<file path="src/rtl/agc_pkg.sv">
// Shared AGC definitions: default datapath widths, unity gain and output clamp limits.
package agc_pkg;

  localparam int unsigned DEF_W_IN      = 26;
  localparam int unsigned DEF_W_GAIN    = 16;
  localparam int unsigned DEF_GAIN_FRAC = 12;
  localparam int unsigned DEF_W_OUT     = 26;
  localparam int unsigned DEF_W_CNT     = 16;

  function automatic longint unsigned unity_gain(input int unsigned frac);
    return longint'(1) << frac;
  endfunction

  function automatic longint out_max(input int unsigned w);
    return (longint'(1) << (w - 1)) - 1;
  endfunction

  function automatic longint out_min(input int unsigned w);
    return -(longint'(1) << (w - 1));
  endfunction

endpackage

</file>
<file path="src/rtl/mul_round_sat.sv">
// One channel of the gain stage: multiply by unsigned gain, round half-up, saturate.
module mul_round_sat
  import agc_pkg::*;
#(
  parameter int unsigned W_IN      = DEF_W_IN,
  parameter int unsigned W_GAIN    = DEF_W_GAIN,
  parameter int unsigned GAIN_FRAC = DEF_GAIN_FRAC,
  parameter int unsigned W_OUT     = DEF_W_OUT
) (
  input  logic              clk,
  input  logic              rst,
  input  logic [W_IN-1:0]   i_sample,
  input  logic [W_GAIN-1:0] i_gain,
  input  logic              i_en,
  output logic [W_OUT-1:0]  o_data,
  output logic              o_clip
);

  localparam int unsigned W_P = W_IN + W_GAIN + 1;
  localparam int unsigned W_S = W_P - GAIN_FRAC;

  localparam logic signed [W_P-1:0]   HALF    = W_P'(1) <<< (GAIN_FRAC - 1);
  localparam logic signed [W_OUT-1:0] SAT_MAX = W_OUT'(out_max(W_OUT));
  localparam logic signed [W_OUT-1:0] SAT_MIN = W_OUT'(out_min(W_OUT));

  logic signed [W_P-1:0]   r_prod;
  logic signed [W_S-1:0]   r_shift;
  logic signed [W_OUT-1:0] w_sat;
  logic                    w_clip;
  logic signed [W_OUT-1:0] r_out;

  // Gain is zero-extended so a set MSB never reads as negative.
  always_ff @(posedge clk) begin
    r_prod  <= W_P'($signed(i_sample)) * W_P'($signed({1'b0, i_gain}));
    r_shift <= W_S'((r_prod + HALF) >>> GAIN_FRAC);
  end

  if (W_S > W_OUT) begin : g_sat
    logic [W_S-W_OUT:0] w_hi;
    logic               w_pos_ovf;
    logic               w_neg_ovf;

    // Fits iff every bit above the output sign bit matches the sign.
    assign w_hi      = r_shift[W_S-1:W_OUT-1];
    assign w_pos_ovf = ~r_shift[W_S-1] & (|w_hi);
    assign w_neg_ovf = r_shift[W_S-1] & ~(&w_hi);

    always_comb begin
      w_sat = r_shift[W_OUT-1:0];
      if (w_pos_ovf) begin
        w_sat = SAT_MAX;
      end else if (w_neg_ovf) begin
        w_sat = SAT_MIN;
      end
    end

    assign w_clip = w_pos_ovf | w_neg_ovf;
  end else begin : g_ext
    assign w_sat  = W_OUT'(r_shift);
    assign w_clip = 1'b0;
  end

  always_ff @(posedge clk) begin
    if (rst) begin
      r_out <= '0;
    end else if (i_en) begin
      r_out <= w_sat;
    end
  end

  assign o_data = r_out;
  assign o_clip = w_clip;

endmodule

</file>
<file path="src/rtl/iq_gain_apply.sv">
// AGC forward-path gain: scales I/Q by a registered gain, rounds, saturates, counts clips.
module iq_gain_apply
  import agc_pkg::*;
#(
  parameter int unsigned W_IN      = DEF_W_IN,
  parameter int unsigned W_GAIN    = DEF_W_GAIN,
  parameter int unsigned GAIN_FRAC = DEF_GAIN_FRAC,
  parameter int unsigned W_OUT     = DEF_W_OUT,
  parameter int unsigned W_CNT     = DEF_W_CNT
) (
  input  logic              clk,
  input  logic              rst,
  input  logic [W_IN-1:0]   Input_i,
  input  logic [W_IN-1:0]   Input_q,
  input  logic              Valid,
  input  logic [W_GAIN-1:0] Gain,
  input  logic              Gain_valid,
  input  logic              Sat_clear,
  output logic [W_OUT-1:0]  Output_i,
  output logic [W_OUT-1:0]  Output_q,
  output logic              Valid_out,
  output logic [W_CNT-1:0]  Sat_count
);

  localparam logic [W_GAIN-1:0] UNITY = W_GAIN'(unity_gain(GAIN_FRAC));

  logic [W_GAIN-1:0] r_gain;
  logic [W_GAIN-1:0] r_s1_gain;
  logic [W_IN-1:0]   r_s1_i;
  logic [W_IN-1:0]   r_s1_q;
  logic              r_v1;
  logic              r_v2;
  logic              r_v3;
  logic              r_vout;
  logic [W_CNT-1:0]  r_cnt;
  logic              w_clip_i;
  logic              w_clip_q;
  logic              w_clip;

  // A sample captured alongside Gain_valid takes the old gain from r_gain.
  always_ff @(posedge clk) begin
    if (rst) begin
      r_gain <= UNITY;
    end else if (Gain_valid) begin
      r_gain <= Gain;
    end
  end

  always_ff @(posedge clk) begin
    if (Valid) begin
      r_s1_i    <= Input_i;
      r_s1_q    <= Input_q;
      r_s1_gain <= r_gain;
    end
  end

  always_ff @(posedge clk) begin
    if (rst) begin
      r_v1   <= 1'b0;
      r_v2   <= 1'b0;
      r_v3   <= 1'b0;
      r_vout <= 1'b0;
    end else begin
      r_v1   <= Valid;
      r_v2   <= r_v1;
      r_v3   <= r_v2;
      r_vout <= r_v3;
    end
  end

  mul_round_sat #(
    .W_IN      (W_IN),
    .W_GAIN    (W_GAIN),
    .GAIN_FRAC (GAIN_FRAC),
    .W_OUT     (W_OUT)
  ) u_chan_i (
    .clk      (clk),
    .rst      (rst),
    .i_sample (r_s1_i),
    .i_gain   (r_s1_gain),
    .i_en     (r_v3),
    .o_data   (Output_i),
    .o_clip   (w_clip_i)
  );

  mul_round_sat #(
    .W_IN      (W_IN),
    .W_GAIN    (W_GAIN),
    .GAIN_FRAC (GAIN_FRAC),
    .W_OUT     (W_OUT)
  ) u_chan_q (
    .clk      (clk),
    .rst      (rst),
    .i_sample (r_s1_q),
    .i_gain   (r_s1_gain),
    .i_en     (r_v3),
    .o_data   (Output_q),
    .o_clip   (w_clip_q)
  );

  assign w_clip = w_clip_i | w_clip_q;

  // Clear beats a coincident increment; the count saturates rather than wraps.
  always_ff @(posedge clk) begin
    if (rst || Sat_clear) begin
      r_cnt <= '0;
    end else if (r_v3 && w_clip && (r_cnt != '1)) begin
      r_cnt <= r_cnt + W_CNT'(1);
    end
  end

  assign Valid_out = r_vout;
  assign Sat_count = r_cnt;

endmodule

</file>
<file path="config.mk">
export PLATFORM = sky130hd
export DESIGN_NAME = iq_gain_apply
export DESIGN_NICKNAME = d
export VERILOG_FILES = /design/src/rtl/agc_pkg.sv /design/src/rtl/mul_round_sat.sv /design/src/rtl/iq_gain_apply.sv
export SDC_FILE = /design/constraint.sdc
export NUM_CORES = 2
export LEC_CHECK = 0
export ABC_AREA = 1
export CORE_UTILIZATION = 58
export DETAILED_ROUTE_END_ITERATION = 8
export PLACE_DENSITY = 0.91
export SKIP_CTS_REPAIR_TIMING = 1
export SLEW_MARGIN = 20
export SYNTH_ARGS = -nofsm -noshare
export SYNTH_HDL_FRONTEND = slang
export SYNTH_HIERARCHICAL = 1
export SYNTH_SLANG_ARGS = --single-unit
</file>
<file path="constraint.sdc">
create_clock -name clk -period 5.33 [get_ports clk]
set_clock_uncertainty 0.1 [all_clocks]
set_input_delay 0.533 -clock clk [delete_from_list [all_inputs] [get_ports clk]]
set_output_delay 0.533 -clock clk [all_outputs]
set_load 0.01 [all_outputs]
</file>
# Yosys cells after proc, flatten, opt, wreduce, memory -nomap -nowiden
# Cells that the tools add are included.
# W data, S select, Z words.
[word_totals] ff_bits=304 inputBits=73 wordCells=43
[classes] n_addsub=3 multipliers=2 eq_ne=1 n_mux=4 n_bitwise=11 n_reduce_logical=7
[ops] operator="$mux W26" n=4
[ops] operator="$add A43 B13 Y43 const B" n=2
[ops] operator="$mul A26 B17 Y43" n=2
[ops] operator="$add A16 B1 Y16 const B" n=1
[ops] operator="$ne A16 B16 Y1 const B" n=1
[ops] operator="$reduce_and A6 Y1" n=2
[ops] operator="$reduce_or A6 Y1" n=2
[ops] operator="$and A1 B1 Y1" n=4
[ops] operator="$not A1 Y1" n=4
[ops] operator="$or A1 B1 Y1" n=3
[ops] operator="$logic_and A1 B1 Y1" n=2
[ops] operator="$logic_or A1 B1 Y1" n=1

# Logic depth before layout (Yosys ltp)
[depth] word_depth=7 depth_mapped=27 ltp_nobuf=26

# By module
# The synthesis kept the hierarchy.
[by_module_without_submodules] mod="mul_round_sat (u_chan_i)" instances=1 cells_per_inst=2547 area_each_um2=19123.3
[by_module_without_submodules] mod="mul_round_sat (u_chan_q)" instances=1 cells_per_inst=2518 area_each_um2=19020.7
[by_module_without_submodules] mod="iq_gain_apply" instances=1 cells_per_inst=310 area_each_um2=3674.8

# Least setup slack after synthesis
# OpenSTA, ideal clock, no wires.
[synth_path] kind="reg2reg" start="register r_s1_gain[5]" end="register u_chan_i.r_prod[41]" setup_time_ns=0.112 t_arrival_ns=5.635 required_time_ns=5.118 setup_slack_ns=-0.517 path_stages_with_launch=21 period_less_slack_ns=5.847 cell_sequence="edfxtp_1 -> clkbuf_1 -> clkbuf_1 -> nand2_1 -> inv_1 -> fa_1 -> fa_1 -> inv_1 -> fa_1 -> fa_1 -> fa_1 -> fa_1 -> inv_1 -> ha_1 -> inv_1 -> nor3_1 -> nand2_1 -> nor2_1 -> nand2_1 -> nand3_1 -> nand2_1"
[synth_between] elab_chain_len=1
[synth_rtl] item="start, declared" line_no="iq_gain_apply.sv:28" rtl="logic [W_GAIN-1:0] r_s1_gain;"
[synth_rtl] item="start signal, assigned" line_no="iq_gain_apply.sv:53" rtl="r_s1_gain <= r_gain;"
[synth_rtl] item="$mul A26 B17 Y43" line_no="mul_round_sat.sv:34" rtl="r_prod <= W_P'($signed(i_sample)) * W_P'($signed({1'b0, i_gain}));"
[synth_rtl] item="end signal, assigned" line_no="mul_round_sat.sv:34"
[synth_rtl] item="end, declared" line_no="mul_round_sat.sv:26" rtl="logic signed [W_P-1:0] r_prod;"
# No other way between the ends.
# A chain may end at the register's enable or synchronous reset.

# Worst setup path after layout
[layout_path] start="register r_s1_q[8]" end="register u_chan_q.r_prod[27]"
[layout_between] elab_chain_len=1
[layout_rtl] item="start, declared" line_no="iq_gain_apply.sv:30" rtl="logic [W_IN-1:0] r_s1_q;"
[layout_rtl] item="start signal, assigned" line_no="iq_gain_apply.sv:52" rtl="r_s1_q <= Input_q;"
[layout_rtl] item="$mul A26 B17 Y43" line_no="mul_round_sat.sv:34"
[layout_rtl] item="end signal, assigned" line_no="mul_round_sat.sv:34"
[layout_rtl] item="end, declared" line_no="mul_round_sat.sv:26"
# No other way between the ends.

==> impl_metrics.env <==
export IMPL_reg2regPathDepth=20
export IMPL_postRouteWirelength_um=144400
export IMPL_fmax_mhz=145.9
export IMPL_drc=1
export IMPL_rows=98
export IMPL_wire_per_inst_um=21.24
export IMPL_avgSynthCellArea_um2=7.780
export IMPL_dr_total_vias=38748
export IMPL_postSynthCellCount=5375
export IMPL_min_period_ns=6.852
export IMPL_firstDrtPassIters=9
export IMPL_post_synth_top_area_fraction=0.3858
export IMPL_setup_violations_final=63
export IMPL_grt_pass1_vias=39725
export IMPL_port_buffers=141
export IMPL_die_area_um2=73180
export IMPL_grt_first_pass_wirelength_um=189400
export IMPL_hp_class="flip-flop to flip-flop"
export IMPL_syn_to_final_growth_pct=23.27
export IMPL_cts_max_level=2
export IMPL_clkTransAtPathRegs_ns=0.06
export IMPL_synth_edf_count=68
export IMPL_crit_required_ns=5.70
export IMPL_die_h_um=270.5
export IMPL_gp_congestion=0.9570
export IMPL_critical_path_class="flip-flop to flip-flop"
export IMPL_ys_ff_latch=282
export IMPL_hold_path_cell_count=2
export IMPL_finish_utilization=0.7224
export IMPL_hpwlAfterDp_um=94980
export IMPL_fin_cells=6796
export IMPL_seq_area_um2=6326
export IMPL_start_kind="flip-flop"
export IMPL_avgViaCountPerCell=5.702
export IMPL_violations="DRC, setup timing"
export IMPL_end_kind="flip-flop"
export IMPL_period_share=1.286
export IMPL_synth_async_reset_ratio=0
export IMPL_placed_cells=6654
export IMPL_fillers=4562
export IMPL_cts_tree="built"
export IMPL_chipWidth_um=270.5
export IMPL_start_util=0.5860
export IMPL_tightest_slew_ns=1.089
export IMPL_antenna_found_initial=14
export IMPL_slew_headroom=0.2743
export IMPL_outcome="complete, but fails checks"
export IMPL_core_um2=71360
export IMPL_synth_largest_area_cell="fa_1"
export IMPL_cts_buffer_depth=3
export IMPL_grt_usage=0.3254
export IMPL_cts_sinks=282
export IMPL_ant_nets=0
export IMPL_clkLatencyLatePin_ns=0.63
export IMPL_rsz0062_at_grt="yes"
export IMPL_grt_overflow=0
export IMPL_hold_viol_final=0
export IMPL_drive_gt1_frac=0.1744
export IMPL_root_buffer="clkbuf_16"
export IMPL_timing_final_ws_setup_ns=-1.522
export IMPL_syn_nets=6463
export IMPL_cts_buffers=35
export IMPL_synth_main_ff_cell="dfxtp_1"
export IMPL_ys_warnings_count=6
export IMPL_synth_seq_area_share=0.1513
export IMPL_layout_nets=6899
export IMPL_multi_input_area_um2=31050
export IMPL_drtIter0Drc=4309
export IMPL_max_cap_violations=0
export IMPL_synth_top_cells_by_area="fa_1, inv_1, nand2_1"
export IMPL_synth_distinct_cells=45
export IMPL_worst_ep_arrival_time_ns=7.22
export IMPL_synth_cell_area_um2=41820
export IMPL_slew_viol_final=0
export IMPL_cp_max_fo=11
export IMPL_grt_max_degree=51
export IMPL_io_pin_count=142
## cell usage in the layout (no fill, tap or decap), types with 52 or more instances in the layout
cell,count
ha_1,146
xor2_1,68
nor2_1,190
edfxtp_1,68
fa_1,769
a21oi_1,86
nor2_2,61
ha_4,59
nand2_2,96
buf_4,395
nand2_1,1396
clkdlybuf4s50_1,139
clkbuf_16,52
dfxtp_1,214
nand3_1,81
inv_1,1493
## kinds of logic after synthesis
kind of cell	after synthesis	share of synthesized area
DFF	282	0.1513
and+or+nand+nor	1966	0.1871
buffers and inverters	1760	0.1586
AOI/OAI and AO/OA	248	0.03291
adders and majority gates	1015	0.4484
xor gates and xnor gates	104	0.02178
## cell usage after synthesis (all sizes together), types with 7 or more instances
library cell	count
xnor2	28
xor2	76
nand2	1515
fa	806
buf	12
nor3	30
a31oi	7
edfxtp	68
o21ai	63
nand3	97
clkbuf	207
nand4	24
a21oi	145
dfxtp	214
inv	1539
o21bai	15
ha	209
a21o	10
nor2	286
## worst paths after layout
check	from	endpoint	slack, ns
worst max register to register	r_s1_q[8]	u_chan_q/r_prod[27]	-1.52
worst min register to register	r_v2	r_v3	0.30
worst max-delay path	r_s1_q[8]	u_chan_q/r_prod[27]	-1.52
worst min-delay path	r_v2	r_v3	0.30
## worst max-delay path, cell delays in order, from the launching register on
cell and delay (ns):
edfxtp_1 0.33, buf_4 0.29, nand2_1 0.39, fa_1 1.00, inv_1 0.17, fa_1 0.53, fa_2 0.64, fa_2 0.46
fa_1 0.66, inv_1 0.13, fa_1 0.51, inv_1 0.09, ha_4 0.34, nand2_4 0.09, nor4_1 0.34, nand2_1 0.13
nand2_2 0.12, nand2_1 0.08, nand2_1 0.07, nand2_1 0.06, nand2_1 0.15
## sequential cells by signal (all words and copies together), names as in the netlist, 16 cells and up
signal and count:
u_chan_q/r_shift 31, u_chan_i/r_prod 32, u_chan_i/o_data 26, u_chan_q/o_data 26
r_s1_i 26, u_chan_q/r_prod 32, r_gain 16, u_chan_i/r_shift 31
r_s1_q 26, r_s1_gain 16, Sat_count 16
## stage by stage
step / setup slack [ns] / setup TNS (ns) / instance area, um2 / hold WS (ns)
floorplan: -0.01247 / -0.01247 / 42200 / 0.2883
global route: -1.854 / -65.22 / 51540 / 0.3180
detailed placement: -0.4675 / -19.66 / 47410 / 0.2957
CTS: -0.5297 / -22.51 / 48680 / 0.3035
global placement: -0.3217 / -12.53 / 47410 / 0.2962
finish: -1.522 / -55.88 / 51550 / 0.3009
## routing by layer
| layer | routed length, um | vias up | track usage |
|---|---|---|---|
| li1 | - | 16084 | - |
| met1 | 42470 | 18212 | 0.3301 |
| met2 | 66640 | 2969 | 0.6008 |
| met3 | 18410 | 1467 | 0.05343 |
| met4 | 16600 | 16 | 0.2360 |
| met5 | 249 | - | 0 |
## layout make-up
| type | count | area share |
|---|---|---|
| multi-input cells | 3333 | 0.6023 |
| flip-flops and latches | 282 | 0.1227 |
| repair buffers | 618 | 0.1146 |
| inverters | 1541 | 0.1123 |
| well taps | 950 | 0.02306 |
| clock buffers | 43 | 0.01961 |
| clock inverters | 21 | 0.005024 |
| diodes | 8 | 0.0003883 |
Power is left out: the tool's default activity adds up to more than one toggle a clock period on the data nets, which glitch-free logic cannot reach.
